File: config.mk
export PLATFORM = sky130hd
export DESIGN_NAME = instruction_fetch_unit
export DESIGN_NICKNAME = d
export VERILOG_FILES = /design/src/rtl/pipeline_pkg.sv /design/src/rtl/pc_register.sv /design/src/rtl/instruction_fetch_unit.sv
export SDC_FILE = /design/constraint.sdc
export NUM_CORES = 1
export LEC_CHECK = 0
export BUFFER_PORTS_ARGS = -buffer_cell sky130_fd_sc_hd__buf_2
export CORE_MARGIN = 2
export CORE_UTILIZATION = 45
export CTS_BUF_LIST = sky130_fd_sc_hd__clkbuf_2
export DETAILED_ROUTE_END_ITERATION = 12
export GPL_TIMING_DRIVEN = 0
export PLACE_DENSITY = 0.72
export SLEW_MARGIN = 20
export SYNTH_ARGS = -nofsm -noshare
export SYNTH_HDL_FRONTEND = slang
export SYNTH_SLANG_ARGS = --single-unit
export TNS_END_PERCENT = 5
File: constraint.sdc
create_clock -name clk -period 2.7 [get_ports clk]
set_input_delay 0.135 -clock clk [delete_from_list [all_inputs] [get_ports clk]]
set_output_delay 0.135 -clock clk [all_outputs]
set_load 0.005 [all_outputs]
File: src/rtl/pipeline_pkg.sv
// Shared pipeline definitions: widths, fetch FSM states and the IF/ID bundle.
package pipeline_pkg;

  localparam int ADDR_W  = 16;
  localparam int INSTR_W = 16;

  localparam logic [INSTR_W-1:0] NOP_INSTR = '0;

  typedef enum logic {
    FS_RUN,
    FS_HOLD
  } fetch_state_e;

  typedef struct packed {
    logic               valid;
    logic [ADDR_W-1:0]  pc;
    logic [ADDR_W-1:0]  pc_plus1;
    logic [INSTR_W-1:0] instr;
  } if_id_t;

  // A bubble always carries NOP_INSTR so decode can ignore valid.
  function automatic if_id_t make_ifid(
    input logic               v,
    input logic [ADDR_W-1:0]  pc,
    input logic [INSTR_W-1:0] word
  );
    if_id_t r;
    r.valid    = v;
    r.pc       = pc;
    r.pc_plus1 = pc + ADDR_W'(1);
    r.instr    = v ? word : NOP_INSTR;
    return r;
  endfunction

endpackage

File: src/rtl/pc_register.sv
// Fetch program counter: async reset, load on redirect, increment, else hold.
module pc_register
  import pipeline_pkg::*;
#(
  parameter logic [ADDR_W-1:0] RESET_PC = '0
) (
  input  logic              clk,
  input  logic              reset,
  input  logic              load,
  input  logic [ADDR_W-1:0] load_pc,
  input  logic              inc,
  output logic [ADDR_W-1:0] pc_q
);

  logic [ADDR_W-1:0] pc_d;

  always_comb begin
    pc_d = pc_q;
    unique case (1'b1)
      load:    pc_d = load_pc;
      inc:     pc_d = pc_q + ADDR_W'(1);
      default: pc_d = pc_q;
    endcase
  end

  always_ff @(posedge clk or posedge reset) begin
    if (reset) begin
      pc_q <= RESET_PC;
    end else begin
      pc_q <= pc_d;
    end
  end

endmodule

File: src/rtl/instruction_fetch_unit.sv
// Fetch stage: drives the 1-cycle InstructionMemory, pairs words with PCs
// into IF/ID, absorbs stalls and restarts on redirects.
module instruction_fetch_unit
  import pipeline_pkg::*;
#(
  parameter logic [ADDR_W-1:0] RESET_PC = '0
) (
  input  logic               clk,
  input  logic               reset,
  output logic [ADDR_W-1:0]  mem_addr,
  input  logic [INSTR_W-1:0] mem_instr,
  input  logic               stall,
  input  logic               redirect,
  input  logic [ADDR_W-1:0]  redirect_pc,
  output logic               ifid_valid,
  output logic [ADDR_W-1:0]  ifid_pc,
  output logic [ADDR_W-1:0]  ifid_pc_plus1,
  output logic [INSTR_W-1:0] ifid_instr
);

  fetch_state_e       fsm_q, fsm_d;
  logic [ADDR_W-1:0]  pc_q;
  logic [ADDR_W-1:0]  infl_pc_q, infl_pc_d;
  logic               infl_v_q, infl_v_d;
  logic [INSTR_W-1:0] hold_instr_q, hold_instr_d;
  if_id_t             ifid_q, ifid_d;
  logic               pc_load, pc_inc;

  pc_register #(
    .RESET_PC(RESET_PC)
  ) u_pc (
    .clk    (clk),
    .reset  (reset),
    .load   (pc_load),
    .load_pc(redirect_pc),
    .inc    (pc_inc),
    .pc_q   (pc_q)
  );

  always_comb begin
    fsm_d        = fsm_q;
    infl_pc_d    = infl_pc_q;
    infl_v_d     = infl_v_q;
    hold_instr_d = hold_instr_q;
    ifid_d       = ifid_q;
    pc_load      = 1'b0;
    pc_inc       = 1'b0;
    if (redirect) begin
      pc_load      = 1'b1;
      infl_v_d     = 1'b0;
      ifid_d.valid = 1'b0;
      ifid_d.instr = NOP_INSTR;
      fsm_d        = FS_RUN;
    end else begin
      unique case (fsm_q)
        FS_RUN: begin
          if (stall) begin
            // Memory moves on to pc_q; keep the in-flight word.
            hold_instr_d = mem_instr;
            fsm_d        = FS_HOLD;
          end else begin
            ifid_d    = make_ifid(infl_v_q, infl_pc_q, mem_instr);
            pc_inc    = 1'b1;
            infl_pc_d = pc_q;
            infl_v_d  = 1'b1;
          end
        end
        FS_HOLD: begin
          if (!stall) begin
            ifid_d    = make_ifid(infl_v_q, infl_pc_q, hold_instr_q);
            pc_inc    = 1'b1;
            infl_pc_d = pc_q;
            infl_v_d  = 1'b1;
            fsm_d     = FS_RUN;
          end
        end
        default: fsm_d = FS_RUN;
      endcase
    end
  end

  always_ff @(posedge clk or posedge reset) begin
    if (reset) begin
      fsm_q        <= FS_RUN;
      infl_pc_q    <= '0;
      infl_v_q     <= 1'b0;
      hold_instr_q <= NOP_INSTR;
      ifid_q       <= make_ifid(1'b0, '0, NOP_INSTR);
    end else begin
      fsm_q        <= fsm_d;
      infl_pc_q    <= infl_pc_d;
      infl_v_q     <= infl_v_d;
      hold_instr_q <= hold_instr_d;
      ifid_q       <= ifid_d;
    end
  end

  assign mem_addr      = pc_q;
  assign ifid_valid    = ifid_q.valid;
  assign ifid_pc       = ifid_q.pc;
  assign ifid_pc_plus1 = ifid_q.pc_plus1;
  assign ifid_instr    = ifid_q.instr;

endmodule

==> results.tsv, run 1 <==
stage	metric	value	unit
run_status	status	completed	
timing	hold_violations	0	
final_layout	drive_above_1_share	25.0	%
yosys	synth_top_area_cell	dfrtp_1	
floorplan	die_area	0.0105	mm2
yosys	synth_area_leaders	dfrtp_1, nand2_1, o21ai_0	
setup_path	rr_worst_depth	5	
global_routing	grt_start_max_net_pins	35	
worst_hold_path	min_path_type	in -> async	
yosys	ys.flop_type	dfrtp_1	
setup_path	r2r_slack	0.58	ns
timing	setup_tns	0	ns
floorplan	rows	35	
setup_path	start_kind	flip-flop	
global_routing	grt_pass1_wl	17200	um
setup_path	startpoint	u_pc.pc_q[0]	
final_layout	seq_area	0.00248	mm2
yosys	synthesis.area	0.00438	mm2
clock_tree	cts_tree	built	
yosys	synth_edf_count	0	
global_routing	overflow	0	
detailed_routing	routedWlPerCell	14.2	um
timing	timing.fmax	0.471	GHz
setup_path	end_kind	flip-flop	
detailed_routing	ant_nets	0	
setup_path	cp.required	3.15	ns
final_layout	nNetsFinal	630	
final_layout	final_cell_mix	nand2_1, buf_2, dfrtp_1, o21ai_0, dlygate4sd3_1	
floorplan	die_height	103	um
setup_path	cp-endpoint	u_pc.pc_q[13]	
setup_path	crit_fanout	6	
yosys	ys_seq_area_share	56.6	%
detailed_routing	num_vias	3604	
floorplan	io_pins	101	
timing	post-route-min-period	2.12	ns
detailed_routing	drc_errors	0	
detailed_routing	vias_per_cell	4.96	
power_and_ir_drop	total_power	3170	uW
flow_run	drv_cap	0	
final_layout	layout.cells.most_common	nand2_1	
setup_path	timing_worst_setup_path_type	reg -> reg	
clock_tree	cts_buffers	9	
clock_tree	max-clock-path-buffers	2	
yosys	synthesis.nets	480	
clock_tree	insertion_delay	0.55	ns
timing	worst_pin_slew	0.473	ns
setup_path	crit_arrival	2.57	ns
timing	rsz0062_at_grt	false	
global_routing	antenna_found_initial	0	
yosys	ys_types	34	
floorplan	core	0.00933	mm2
detailed_routing	firstDrtPassIters	4	
final_layout	multi_input_area	0.00176	mm2
timing	slew-limit-headroom	68.5	%
setup_path	worstReg2RegStart	u_pc.pc_q[0]	
power_and_ir_drop	leakage	0.00273	uW
detailed_routing	drtIter0Drc	182	
timing	report.final.slew_viol_count	0	
final_layout	diodes	0	
floorplan	initial_core_util	46.9	%
timing	timing.final.crit_share	78.6	%
clock_tree	cts_htree_levels	3	
timing	final-setup-viol-count	0	
yosys	async_flop_share	100	%
timing	fin_skew	0.0495	ns
yosys	synth_seq_cells	99	
placed_design	hpwlAfterDp	7310	um
floorplan	die_w	103	um
final_layout	areaGrowthSynthToFinish	27.6	%
yosys	syn_inst	442	
power_and_ir_drop	max-vdd-ir-drop	0.284	mV
placed_design	routabilityCongestion	0.836	
power_and_ir_drop	power_density	567	mW/mm2
global_routing	grt_pass1_vias	3491	
yosys	syn_area_per_cell	9.90	um2
detailed_routing	routed_wl	10300	um
placed_design	pre_cts_ws	0.987	ns
clock_tree	clkSlewWorstSetupHoldPaths	0.30	ns
clock_tree	cts_setup_buffers	0	
global_routing	track_usage	20.8	%
final_layout	utilization	59.9	%
yosys	synth_warnings	0	
clock_tree	cts_root_buf	clkbuf_2	
clock_tree	cts.sinks	99	
placed_design	place_inst	674	
final_layout	fin_cells	726	
clock_tree	ctsResizeCount	0	
final_layout	fill_cells	826	
setup_path	r2r_end	u_pc.pc_q[13]	
yosys	synth_top_area_share	56.0	%
timing	worst_slack	0.578	ns
placed_design	numPortBuffers	100	
-- logic make-up after synthesis --
kind of cell | count (synthesis) | share of synthesized area (%)
compound gates | 53 | 6.40
xor+xnor | 25 | 5.00
fa+ha+maj | 2 | 0.572
buf+inv | 30 | 3.11
flops | 99 | 56.6
mux | 34 | 8.23
simple gates | 199 | 20.1
-- worst min-delay path by stage --
stage               slack, ns                 to       startpoint  cells past startpoint
floorplan                0.25      u_pc.pc_q[14]  redirect_pc[14]                      2
global placement         0.34       u_pc.pc_q[9]   redirect_pc[9]                      3
detailed placement       0.17  ifid_pc_plus1[12]            reset                      2
CTS                      0.01     ifid_instr[15]         redirect                      5
global route             0.09   ifid_pc_plus1[2]            reset                      3
finish                   0.09   ifid_pc_plus1[5]            reset                      3
-- report_power, final --
group / switching (uW) / internal (uW) / leakage [uW]
Sequential: 167 / 1680 / 0.00125
Clock: 503 / 221 / 0.0000739
Combinational: 290 / 304 / 0.00140
Total: 961 / 2210 / 0.00273
-- synthesized netlist by cell type (all sizes together) (4+ instances only) --
library cell	n
dfrtp	98
nor4	7
nor2	8
buf	10
mux2i	18
nand2	144
xnor2	16
clkbuf	14
nor2b	4
o21ai	48
nand4	9
mux2	16
inv	6
xor2	9
nor3	5
nand3	11
-- cell type report --
class	instances	area share (%)
Buffer	24	2.04
Clock buffer	10	0.896
Clock inverter	6	1.16
Inverter	6	0.470
Multi-Input combinational cell	313	31.6
Sequential cell	99	44.4
Tap cell	129	2.89
Timing Repair Buffer	139	16.6
-- flip-flops by register name (all words and copies together) (netlist names) --
signal / cells
hold_instr_q: 16
fsm_q: 1
ifid_valid: 1
infl_pc_q: 16
u_pc.pc_q: 16
ifid_instr: 16
ifid_pc_plus1: 16
ifid_pc: 16
infl_v_q: 1
-- critical path, stage by stage (launching register included) --
cell           delay, ns
dfrtp_1             0.55
nand4_1             0.29
nor4_1              0.40
xnor2_1             0.16
o21ai_1             0.07
dlygate4sd3_1       0.55
-- metrics by stage --
step,area (um2),hold slack (ns)
finish,5590,0.0925
global route,5590,0.0926
CTS,5580,0.0134
detailed placement,5110,0.167
global placement,5040,0.344
floorplan,4380,0.255
-- layer usage --
layer  track usage [%]  share of wire [%]  up-vias
met5                 0                  0        -
met4              5.03               0.83        0
met3              3.39                3.9        5
met2              32.1                 47       93
met1              30.9                 48     1735
li1                  -                  -     1771
-- what timing repair did --
action                     in CTS  in global routing
hold buffers                   35                  1
hold endpoints to repair      118                  1
setup endpoints to repair       0                  0
Power figures use the tool's default switching activity.
==> run 2: changes to the inputs <==
- ABC_AREA: not set -> 1
- PLACE_DENSITY: 0.72 -> 0.69
- clock period: 2.7 -> 2.2 ns (I/O delays scaled with it)
==> run 2 against run 1 <==
Sequential share of layout area is 2.3 points lower. Hold slack lost 0.051 ns. Largest cell class unchanged. Final area up 5.5%. Via count up 19%. Combinational power rose by 38%.
==> results.tsv, run 2 <==
stage	metric	value	unit
global_routing	grt_use_met1	28.6	%
global_routing	grt-busiest-layer	met2	
global_routing	grt_pass1_vias	4123	
detailed_routing	routed_wl	12300	um
clock_tree	cts_root_buf	clkbuf_2	
yosys	synthesis.area	0.00460	mm2
global_routing	grt_util_met2	40.2	%
setup_path	crit_top_cell	nand2_1	
global_routing	overflow	0	
detailed_routing	drc_errors	0	
worst_hold_path	min_path_type	in -> async	
run_status	status	completed	
yosys	async_flop_share	100	%
final_layout	fill_cells	895	
timing	slew-limit-headroom	64.2	%
final_layout	final_cell_mix	nand2_1, buf_2, dfrtp_1, inv_1, nor2_1	
power_and_ir_drop	leakage	0.00314	uW
placed_design	numPortBuffers	99	
global_routing	grt_start_max_net_pins	34	
detailed_routing	ant_nets	0	
yosys	ys.flop_type	dfrtp_1	
global_routing	grt_pass1_wl	20200	um
global_routing	antenna_found_initial	0	
final_layout	areaGrowthSynthToFinish	28.0	%
global_routing	grtUsageMet3	4.93	%
setup_path	crit_fanout	5	
floorplan	die_w	105	um
clock_tree	cts_htree_levels	3	
timing	report.final.slew_viol_count	0	
setup_path	cp.required	2.64	ns
detailed_routing	drtIter0Drc	276	
power_and_ir_drop	power_density	666	mW/mm2
yosys	ys_types	32	
floorplan	core	0.00986	mm2
setup_path	worstPathCellList	ha_1 -> nand2_1 -> nor2_1 -> nand2_1 -> nor2_2 -> nand2_1 -> nand3_1 -> nand2_1 -> dlygate4sd3_1	
clock_tree	cts_tree	built	
clock_tree	cts.sinks	99	
flow_run	drv_cap	0	
yosys	synth.most_common_cell	nand2_1	
yosys	synth_top_area_cell	dfrtp_1	
power_and_ir_drop	total_power	3930	uW
setup_path	rr_worst_depth	9	
setup_path	crit_arrival	2.48	ns
yosys	synth_area_leaders	dfrtp_1, nand2_1, inv_1	
detailed_routing	num_vias	4274	
placed_design	routabilityCongestion	0.866	
final_layout	layout.cells.most_common	nand2_1	
placed_design	place_inst	800	
clock_tree	max-clock-path-buffers	2	
timing	final-setup-viol-count	0	
floorplan	rows	36	
floorplan	initial_core_util	46.7	%
floorplan	die_height	105	um
yosys	synthesis.nets	603	
timing	timing.fmax	0.491	GHz
clock_tree	cts_buffers	9	
power_and_ir_drop	max-vdd-ir-drop	0.413	mV
setup_path	start_kind	flip-flop	
timing	hold_violations	0	
yosys	synth_seq_cells	99	
yosys	synth_edf_count	0	
final_layout	diodes	0	
yosys	synth_top_area_share	53.3	%
detailed_routing	routedWlPerCell	14.2	um
yosys	ys_seq_area_share	53.8	%
final_layout	fin_cells	861	
timing	post-route-min-period	2.04	ns
floorplan	die_area	0.0111	mm2
global_routing	track_usage	23.0	%
setup_path	cp_slowest_cell	dlygate4sd3_1	
timing	rsz0062_at_grt	false	
timing	timing.final.crit_share	92.6	%
yosys	synth_common_cells	nand2_1, dfrtp_1, inv_1	
timing	worst_pin_slew	0.537	ns
timing	setup_tns	0	ns
clock_tree	insertion_delay	0.55	ns
detailed_routing	firstDrtPassIters	6	
placed_design	hpwlAfterDp	8520	um
setup_path	end_kind	flip-flop	
yosys	syn_area_per_cell	8.15	um2
final_layout	drive_above_1_share	20.5	%
final_layout	nNetsFinal	761	
floorplan	io_pins	101	
yosys	syn_inst	565	
yosys	synth_warnings	0	
setup_path	slowest_delay	0.56	ns
clock_tree	clkSlewWorstSetupHoldPaths	0.25	ns
setup_path	timing_worst_setup_path_type	reg -> reg	
timing	fin_skew	0.0299	ns
detailed_routing	vias_per_cell	4.96	
-- run 2: cell count changes after synthesis, moves of 14 or more --
| cell | change |
|---|---|
| o21ai_1 | +20 |
| nand2_1 | +43 |
| nand3_1 | +17 |
| mux2_2 | -16 |
| a21oi_1 | +14 |
| mux2i_1 | -18 |
| xnor2_1 | -16 |
| o211ai_1 | +18 |
| nor2_1 | +38 |
| inv_1 | +54 |
| o21ai_0 | -21 |
-- run 2: worst paths after layout --
| check | from | to | slack, ns |
|---|---|---|---|
| min in group clk | mem_instr[0] | hold_instr_q[0] | 0.32 |
| setup reg to reg | u_pc.pc_q[0] | u_pc.pc_q[10] | 0.16 |
| hold / removal | reset | infl_v_q | 0.04 |
| max in group asynchronous | reset | infl_pc_q[7] | 1.49 |
| hold reg to reg | infl_pc_q[8] | ifid_pc_plus1[8] | 0.48 |
| setup / recovery | u_pc.pc_q[0] | u_pc.pc_q[10] | 0.16 |
-- run 2: per-layer routing --
metal	vias up	share of wire, %
li1	2125	-
met1	1991	44
met2	137	50
met3	21	4.4
met4	0	2.2
met5	-	0
-- run 2: through the flow --
stage	hold WS (ns)	setup WS (ns)	util [%]	area, um2
after detailed placement	0.102	0.741	54.0	5330
after CTS	0.0143	0.194	59.7	5880
final	0.0413	0.163	59.7	5890
after global routing	0.0201	0.0196	59.7	5890
after floorplan	0.201	0.915	-	4610
after global placement	0.336	0.244	53.4	5270
-- run 2: repair_timing --
action                                  in CTS  in global routing
endpoints found under the setup margin       0                  1
resized for setup                            0                  0
endpoints found under the hold margin      140                  0
setup buffers                                0                  1
hold buffers                                44                  0
-- run 2: kinds of logic after synthesis --
kind of cell    count (synthesis)  share of synthesized area (%)
compound gates                 90                           11.3
xor+xnor                        2                          0.381
simple gates                  286                           25.7
flops                          99                           53.8
fa+ha+maj                       2                          0.543
buf+inv                        86                           8.18
-- run 2: power by group --
| group | switching [uW] | internal [uW] | total [uW] | leakage (uW) |
|---|---|---|---|---|
| clock network | 601 | 268 | 869 | 0.0000699 |
| registers | 175 | 2060 | 2240 | 0.00123 |
| logic | 450 | 371 | 821 | 0.00184 |
| total | 1230 | 2700 | 3930 | 0.00314 |
-- run 2: worst max-delay path, delay by kind of cell (launching register included) --
family                     cells  cell delay, ns
DFF                            1            0.46
and+or+nand+nor                7            0.74
adders and majority gates      1            0.18
buffers and inverters          1            0.56
-- run 2: final cells by class --
type,instances,area [um2],share of cell area (%)
Buffer,23,138,2.34
Clock buffer,10,50.0,0.849
Clock inverter,6,63.8,1.08
Inverter,63,243,4.12
Multi-Input combinational cell,380,1750,29.7
Sequential cell,99,2480,42.1
Tap cell,133,166,2.82
Timing Repair Buffer,147,1000,17.0
